`src/rtl/mem_wait_ctrl.sv`:
```
// GBA bus wait-state / access-fault controller: decodes the presented access,
// stalls the CPU for the region's wait count and flags illegal accesses.
module mem_wait_ctrl (
  input  logic        clk,
  input  logic        rst_n,
  input  logic [31:0] addr,
  input  logic [1:0]  size,
  input  logic        write,
  input  logic [31:0] wdata,
  output logic        pause,
  output logic        abort,
  output logic        seq,
  output logic [15:0] waitcnt
);

  typedef enum logic {
    ST_IDLE,
    ST_WAIT
  } state_e;

  typedef enum logic [2:0] {
    RG_BIOS,
    RG_EWRAM,
    RG_FAST,
    RG_WS0,
    RG_WS1,
    RG_WS2,
    RG_SRAM,
    RG_UNMAP
  } region_e;

  function automatic region_e decode(input logic [31:0] a);
    region_e r;
    case (a[31:24])
      8'h00:                             r = (a[23:14] == '0) ? RG_BIOS : RG_UNMAP;
      8'h02:                             r = RG_EWRAM;
      8'h03, 8'h04, 8'h05, 8'h06, 8'h07: r = RG_FAST;
      8'h08, 8'h09:                      r = RG_WS0;
      8'h0A, 8'h0B:                      r = RG_WS1;
      8'h0C, 8'h0D:                      r = RG_WS2;
      8'h0E, 8'h0F:                      r = RG_SRAM;
      default:                           r = RG_UNMAP;
    endcase
    return r;
  endfunction

  function automatic logic [4:0] ncode(input logic [1:0] c);
    logic [4:0] w;
    case (c)
      2'd0:    w = 5'd4;
      2'd1:    w = 5'd3;
      2'd2:    w = 5'd2;
      default: w = 5'd8;
    endcase
    return w;
  endfunction

  state_e      state_q, state_d;
  logic [4:0]  cnt_q, cnt_d;
  logic        abort_q, abort_d;
  logic        seq_q, seq_d;
  logic [31:0] prev_addr_q, prev_addr_d;
  logic [1:0]  prev_size_q, prev_size_d;
  logic [15:0] waitcnt_q, waitcnt_d;
  logic        wc_pend_q, wc_pend_d;

  region_e     cur_rg, prev_rg;
  logic        is_rom;
  logic        abort_hit;
  logic        seq_hit;
  logic        wc_hit;
  logic [31:0] step;
  logic [4:0]  n_w, s_w, base_w, acc_w;

  // Only the low half of the data bus carries the WAITCNT register.
  logic        unused_wdata;
  assign unused_wdata = ^wdata[31:16];

  always_comb begin
    cur_rg  = decode(addr);
    prev_rg = decode(prev_addr_q);
    is_rom  = (cur_rg == RG_WS0) || (cur_rg == RG_WS1) || (cur_rg == RG_WS2);

    case (prev_size_q)
      2'b00:   step = 32'd1;
      2'b01:   step = 32'd2;
      2'b10:   step = 32'd4;
      default: step = 32'd0;
    endcase

    abort_hit = (size == 2'b11) || (cur_rg == RG_UNMAP) ||
                (write && ((cur_rg == RG_BIOS) || is_rom));

    // 128 KB prefetch boundary always restarts a non-sequential burst.
    seq_hit = is_rom && (cur_rg == prev_rg) && (prev_size_q != 2'b11) &&
              (addr == prev_addr_q + step) && (addr[16:0] != '0) && !abort_hit;

    case (cur_rg)
      RG_WS0: begin
        n_w = ncode(waitcnt_q[3:2]);
        s_w = waitcnt_q[4] ? 5'd1 : 5'd2;
      end
      RG_WS1: begin
        n_w = ncode(waitcnt_q[6:5]);
        s_w = waitcnt_q[7] ? 5'd1 : 5'd4;
      end
      RG_WS2: begin
        n_w = ncode(waitcnt_q[9:8]);
        s_w = waitcnt_q[10] ? 5'd1 : 5'd8;
      end
      default: begin
        n_w = ncode(waitcnt_q[1:0]);
        s_w = 5'd0;
      end
    endcase

    base_w = seq_hit ? s_w : n_w;

    // Word access on the 16-bit GamePak bus costs a second, always-sequential beat.
    case (cur_rg)
      RG_EWRAM:               acc_w = (size == 2'b10) ? 5'd5 : 5'd2;
      RG_WS0, RG_WS1, RG_WS2: acc_w = (size == 2'b10) ? (base_w + s_w + 5'd1) : base_w;
      RG_SRAM:                acc_w = n_w;
      default:                acc_w = 5'd0;
    endcase
    if (abort_hit) acc_w = 5'd0;

    wc_hit = write && !abort_hit && ((size == 2'b01) || (size == 2'b10)) &&
             (addr[31:2] == 30'h0100_0081) && !addr[1];
  end

  always_comb begin
    state_d     = state_q;
    cnt_d       = cnt_q;
    abort_d     = 1'b0;
    seq_d       = seq_q;
    prev_addr_d = prev_addr_q;
    prev_size_d = prev_size_q;
    waitcnt_d   = waitcnt_q;
    wc_pend_d   = wc_pend_q;

    case (state_q)
      ST_IDLE: begin
        // Data phase of a pending WAITCNT write; the access accepted here still sees the old value.
        if (wc_pend_q) waitcnt_d = wdata[15:0];
        abort_d     = abort_hit;
        seq_d       = seq_hit;
        prev_addr_d = addr;
        prev_size_d = size;
        wc_pend_d   = wc_hit;
        if (acc_w != '0) begin
          state_d = ST_WAIT;
          cnt_d   = acc_w;
        end
      end
      ST_WAIT: begin
        cnt_d = cnt_q - 5'd1;
        if (cnt_q == 5'd1) state_d = ST_IDLE;
      end
      default: state_d = ST_IDLE;
    endcase
  end

  always_ff @(posedge clk or negedge rst_n) begin
    if (!rst_n) begin
      state_q     <= ST_IDLE;
      cnt_q       <= '0;
      abort_q     <= 1'b0;
      seq_q       <= 1'b0;
      prev_addr_q <= '0;
      prev_size_q <= '0;
      waitcnt_q   <= '0;
      wc_pend_q   <= 1'b0;
    end else begin
      state_q     <= state_d;
      cnt_q       <= cnt_d;
      abort_q     <= abort_d;
      seq_q       <= seq_d;
      prev_addr_q <= prev_addr_d;
      prev_size_q <= prev_size_d;
      waitcnt_q   <= waitcnt_d;
      wc_pend_q   <= wc_pend_d;
    end
  end

  assign pause   = (state_q == ST_WAIT);
  assign abort   = abort_q;
  assign seq     = seq_q;
  assign waitcnt = waitcnt_q;

endmodule

```
`config.mk`:
```
export PLATFORM = sky130hd
export DESIGN_NAME = mem_wait_ctrl
export DESIGN_NICKNAME = d
export VERILOG_FILES = /design/src/rtl/mem_wait_ctrl.sv
export SDC_FILE = /design/constraint.sdc
export NUM_CORES = 1
export LEC_CHECK = 0
export CORE_MARGIN = 1.5
export CORE_UTILIZATION = 48
export DETAILED_ROUTE_END_ITERATION = 16
export GPL_TIMING_DRIVEN = 0
export PLACE_DENSITY = 0.77
export SYNTH_ARGS = -nofsm -noshare
export SYNTH_HDL_FRONTEND = slang
export SYNTH_SLANG_ARGS = --single-unit
```
`constraint.sdc`:
```
create_clock -name clk -period 5.25 [get_ports clk]
set_input_delay 1.05 -clock clk [delete_from_list [all_inputs] [get_ports clk]]
set_output_delay 1.05 -clock clk [all_outputs]
set_load 0.01 [all_outputs]
```
## Yosys cells after proc, flatten, opt, wreduce, memory -nomap -nowiden

Cells that the tools add are included.
Widths: inputs -> output; s select.

- $add $sub $neg: 4
- Reductions and logical operators: 42
- Eq/ne operators: 53
- Bitwise logic cells: 1
- Mux-type cells: 25

Operators with widths:

| cell | count |
|---|---|
| $eq 8x4->1 const B | 16 |
| $eq 8x3->1 const B | 8 |
| $pmux 4 s3 | 5 |
| $pmux 3 s7 | 2 |
| $add 32x32->32 | 1 |
| $eq 32x32->1 | 1 |
| $eq 8x2->1 const B | 4 |
| $eq 30x25->1 const B | 1 |
| $pmux 5 s3 | 2 |
| $logic_not 10->1 | 2 |
| $mux 5 | 4 |
| $reduce_bool 17->1 | 1 |
| $logic_not 8->1 | 2 |
| $reduce_or 2->1 | 8 |
| $eq 2x2->1 const B | 7 |
| $eq 2x1->1 const B | 6 |
| $eq 3x3->1 const B | 4 |
| $mux 3 | 4 |
| $logic_and 1x1->1 | 10 |
| $logic_not 2->1 | 5 |
| $pmux 5 s2 | 1 |
| $reduce_or 5->1 | 2 |
| $pmux 3 s3 | 1 |
| $logic_or 1x1->1 | 6 |
| 18 further kinds | 22 |

- Logic and storage cells: 133
- Output and inout port bits: 19
- Bits of input ports: 69
- Register bits: 59

## Longest topological paths before layout

- Depth after elaboration: 20
- Gate-level depth with buffers: 26
- Gate-level depth less buffers: 25

## Worst setup path after synthesis

Ideal clock, no wire load.

- Kind: in2reg
- From: input port addr[29]
- To: register cnt_q[0]
- Arrival: 5.879 ns
- Slack: -0.761 ns
- Setup time: 0.132 ns
- Data required time: 5.118 ns
- Stages on the path: 18
- Path buffers: 1
- Cell sequence: or4_1 -> buf_2 -> a2111oi_4 -> nand3b_1 -> or3b_1 -> or4b_1 -> or4_4 -> nor2_1 -> mux2_2 -> fa_1 -> xnor2_1 -> a31oi_1 -> o21ai_0 -> or3_1 -> o32ai_1 -> o41ai_1 -> and4_1 -> a2bb2oi_1

- Word-level cells in the longest chain between the ends: 19
- Elaborated cells on any way between the ends: 55
- Those cells by class: add/sub (2); eq/ne (23); mux (9); reduce/logical (21)

RTL lines:

| what | line | RTL |
|---|---|---|
| start: declaration | 6 | `input logic [31:0] addr,` |
| $eq 8x2->1 (tied with other cells) | 34 | `case (a[31:24])` |
| $reduce_or 5->1 or $reduce_or 2->1 (tied branches) | 34 |  |
| $pmux 3 s7 | 34 |  |
| $eq 3x2->1 or $eq 3x3->1 (tied branches) | 82, 98, 120 |  |
| $logic_or 1x1->1 (2 in series) | 82 | `is_rom = (cur_rg == RG_WS0) \|\| (cur_rg == RG_WS1) \|\| (cur_rg == RG_WS2);` |
| $logic_and 1x1->1 or $logic_or 1x1->1 (tied branches) | 95, 92 |  |
| $logic_and 1x1->1, on equally long branches | 95, 92 |  |
| $logic_and 1x1->1 or $logic_or 1x1->1 (tied branches) | 95, 91 |  |
| (+2 left out) | - |  |
| $mux 5 | 117 | `base_w = seq_hit ? s_w : n_w;` |
| $add 5x5->5 | 122 | `RG_WS0, RG_WS1, RG_WS2: acc_w = (size == 2'b10) ? (base_w + s_w + 5'd1) : base_w;` |
| $add 5x1->5 | 122 |  |
| $mux 5 | 122 |  |
| $pmux 5 s3 | 120 | `case (cur_rg)` |
| $mux 5 (*) | 126 | `if (abort_hit) acc_w = 5'd0;` |
| $reduce_bool 5->1 or $mux 5 (tied branches) | 151 | `if (acc_w != '0) begin` |
| $ne 2x2->1 (no line) or $pmux 5 s2 (tied branches) | - |  |
| end signal: assignment | 176 | `cnt_q <= cnt_d;` |
| end: declaration | 59 | `logic [4:0] cnt_q, cnt_d;` |

Mark *: on every way between the ends. The rest lies on a longest branch, timed or not. The select of a mux whose other input is x is not followed.
A chain may end at the register's enable or synchronous reset.

## Worst setup path after layout

- From: input port addr[1]
- To: register cnt_q[0]

- Word-level cells in the longest chain between the ends: 12
- Elaborated cells on any way between the ends: 15
- Those cells by class: add/sub (2); eq/ne (2); mux (6); reduce/logical (5)

RTL lines:

| what | line | RTL |
|---|---|---|
| $eq 32x32->1 | 96 | `(addr == prev_addr_q + step) && (addr[16:0] != '0) && !abort_hit;` |
| $logic_and 1x1->1 | 95 | `seq_hit = is_rom && (cur_rg == prev_rg) && (prev_size_q != 2'b11) &&` |
| $logic_and 1x1->1 (*) (2 in series) | 96 |  |
| $mux 5 (*) | 117 |  |
| $add 5x5->5 | 122 |  |
| $add 5x1->5 | 122 |  |
| $mux 5 (*) | 122 |  |
| $pmux 5 s3 (*) | 120 |  |
| $mux 5 (*) | 126 |  |
| $reduce_bool 5->1 or $mux 5 (tied branches) | 151 |  |
| $ne 2x2->1 (no line) or $pmux 5 s2 (tied branches) | - |  |

Marks and branches as above.

==> flow_metrics.env <==
export IMPL_rr_worst_depth=22
export IMPL_synth_compound_gate_area_share=0.142
export IMPL_min_to="wc_pend_q$_DFFE_PN0N_"
export IMPL_synth_area_top_cells="dfrtp_1, mux2_2, ha_1"
export IMPL_slew_viol_final=0
export IMPL_final_nets=708
export IMPL_postLayoutCellArea_um2=6180
export IMPL_syn_num_nets=607
export IMPL_die_w_um=102
export IMPL_max_cap_violations=0
export IMPL_ir_worst_vdd_mv=0.140
export IMPL_ys_types=65
export IMPL_p_leak_nw=2.36
export IMPL_synth_main_ff_cell="dfrtp_1"
export IMPL_hp_start="wc_pend_q$_DFFE_PN0N_"
export IMPL_synthTopCellsByCount="dfrtp_1, mux2_2, nand2_1"
export IMPL_first_global_vias=4330
export IMPL_crit_arrival_ns=5.96
export IMPL_place_congestion=0.907
export IMPL_grt_pass1_wl_um=21600
export IMPL_status="finished with violations"
export IMPL_wl_met2_um=6410
export IMPL_synthMuxAreaShare=0.123
export IMPL_place_area_um2=5620
export IMPL_worstSetupEndpointType="flip-flop"
export IMPL_rsz0062_at_grt="true"
export IMPL_worstSetupStartpoint="addr[1]"
export IMPL_drtIter0Drc=397
export IMPL_violations="negative setup slack"
export IMPL_synth_area_um2=4690
export IMPL_synth_most_common_cell="dfrtp_1"
export IMPL_critPathBufInv=2
export IMPL_hold_depth=2
export IMPL_cts_max_path_buffers=2
export IMPL_finClkSkew_ns=0.00668
export IMPL_final_layout_size_suffix_gt1_frac=0.221
export IMPL_yosys_area_share_adder=0.0721
export IMPL_cts_tree="yes"
export IMPL_finalWorstSetupSlack_ns=-0.484
export IMPL_ys_seq_elements=59
export IMPL_vias_per_cell=6.07
export IMPL_area_delta_synth_final_pct=31.9
export IMPL_cts_made_buffers=9
export IMPL_total_power_mw=1.64
export IMPL_min_path_type="flip-flop to flip-flop"
export IMPL_period_share=1.09
export IMPL_clock_sinks=59
export IMPL_dr_wl_met3_um=1050
export IMPL_first_pass_iters=7
export IMPL_hpwl_um=9950
export IMPL_max_freq_mhz=174
export IMPL_slowest_delay_ns=0.55
export IMPL_synth_cells=513
export IMPL_num_rows=35
export IMPL_synth_top_family_by_area="simple AND/OR/NAND/NOR gates"
export IMPL_tightest_slew_ns=1.09
export IMPL_finalHoldViolCount=0
export IMPL_crit_fanout=3
export IMPL_ys_warn_count=0
export IMPL_fin_cells=748
export IMPL_synth_simple_area_share=0.215
export IMPL_setup_violations_final=6
export IMPL_synth_xor_area_share=0.0915
export IMPL_post_route_min_period_ns=5.73
export IMPL_n_antenna_cell=0
export IMPL_synth_top_area_share=0.315
export IMPL_synth_area_per_cell_um2=9.14
export IMPL_port_buffers=71
export IMPL_drc=0
export IMPL_clockRootBuffer="clkbuf_8"
export IMPL_start_kind="primary input"
export IMPL_power_density_nw_per_um2=266
export IMPL_place_ws_ns=-1.40
export IMPL_grt_overflow=0
export IMPL_die_area_um2=10400
export IMPL_critPathTopFamily="simple AND/OR/NAND/NOR gates"
export IMPL_yosysSeqAreaShare=0.315
export IMPL_die_h_um=102
export IMPL_reg2reg_from="prev_size_q[1]$_DFFE_PN0N_"
export IMPL_worstPathRequired_ns=5.47
export IMPL_start_util=0.500
export IMPL_ant_nets=0
export IMPL_regToRegEndpoint="cnt_q[0]$_DFFE_PN0P_"
export IMPL_grt_usage=0.270
export IMPL_dp_cells=714
export IMPL_synth_edf_count=0
export IMPL_yosys_area_top_type="dfrtp_1"
export IMPL_r2r_slack_ns=-0.47
export IMPL_fill_cells=786
export IMPL_path_clk_slew_ns=0.08
export IMPL_route_top_layer_used="met4"
export IMPL_antenna_found_initial=0
export IMPL_wl_per_cell_um=18.2
export IMPL_synthArstFlopShare=1.00
export IMPL_maxSlewHeadroom=0.269
export IMPL_num_io_pins=88
export IMPL_worstSetupPathType="primary input to flip-flop"
export IMPL_met1_length_um=5840
export IMPL_final_util=0.660
export IMPL_crit_chain="clkdlybuf4s50_1, nor4_1, nand4_1, nor4_1, or4_4, or4b_4, or4_4, nor2_4, buf_6, mux2_4, fa_2, xnor2_2, a31oi_1, o21ai_1, or3_1, o32ai_2, o41ai_4, and4_1, a2bb2oi_1"
export IMPL_routed_wl_um=13600
export IMPL_grt_start_max_net_pins=32
export IMPL_cpMaxStageDelayCell="or4b_4"
export IMPL_cts_max_level=3
export IMPL_via_count=4537
export IMPL_core_area_um2=9370
export IMPL_clkLatencyLatePin_ns=0.36
[cell type report]
type | count | area [um^2] | share of cell area
Buffer | 23 | 91.3 | 0.0148
Clock buffer | 9 | 124 | 0.0200
Clock inverter | 7 | 124 | 0.0200
Inverter | 25 | 93.8 | 0.0152
Multi-Input combinational cell | 403 | 3240 | 0.524
Sequential cell | 59 | 1480 | 0.239
Tap cell | 129 | 161 | 0.0261
Timing Repair Buffer | 93 | 871 | 0.141
[power by group]
group	total, mW	switching (mW)	internal [mW]
combinational	0.528	0.273	0.254
clock	0.541	0.222	0.319
sequential	0.575	0.0616	0.514
total	1.64	0.557	1.09
[worst min-delay path: stages, from the launching register on]
cell     delay, ns
dfrtp_1       0.35
nand2_1       0.05
o41ai_1       0.06
[repair_timing]
| action | CTS | global route |
|---|---|---|
| buffers inserted | 16 | 5 |
| setup endpoints to repair | 6 | 6 |
| hold buffers | 0 | 0 |
| pin swaps | 18 | 8 |
| resized for setup | 52 | 16 |
[placed cells by master, fill, tap and decap left out, types with 14 or more instances in the layout]
cell / count
o21ai_0: 21
ha_1: 20
clkdlybuf4s50_1: 61
nor2_1: 25
xnor2_1: 25
xor2_1: 21
buf_4: 20
nand2_1: 36
nor3_1: 17
clkbuf_1: 20
a21oi_1: 14
inv_1: 23
mux2_2: 43
dfrtp_1: 57
[state kept, by name, summed over array words and instances, names as in the netlist]
signal and cells:
prev_size_q 2, seq 1, waitcnt 16, abort 1, cnt_q 5, pause 1
prev_addr_q 32, wc_pend_q 1
[layer usage]
metal | vias to the layer above | GRT usage
met2 | 197 | 0.430
met5 | - | 0
li1 | 2110 | -
met1 | 2199 | 0.367
met3 | 31 | 0.0492
met4 | 0 | 0.0991
[metrics by stage]
stage / setup TNS, ns / hold WS, ns
CTS: -3.28 / 0.487
finish: -2.76 / 0.493
global placement: -7.95 / 0.465
detailed placement: -8.17 / 0.468
global route: -3.86 / 0.540
floorplan: -1.48 / 0.439
[kinds of logic after synthesis]
family,count (synthesis)
muxes,52
buffers and inverters,51
AOI/OAI and AO/OA,95
DFF,59
adders and majority gates,26
xor gates and xnor gates,49
and+or+nand+nor,181
[how the worst max path moves through the flow]
stage | endpoint | slack, ns | depth (start not counted)
finish | cnt_q[0]$_DFFE_PN0P_ | -0.48 | 19
global route | pause$_DFF_PN0_ | -0.67 | 22
CTS | cnt_q[0]$_DFFE_PN0P_ | -0.59 | 21
detailed placement | pause$_DFF_PN0_ | -1.40 | 22
global placement | pause$_DFF_PN0_ | -1.37 | 22
floorplan | cnt_q[0]$_DFFE_PN0P_ | -0.28 | 21
No activity file was read; power rests on OpenSTA's default activity.
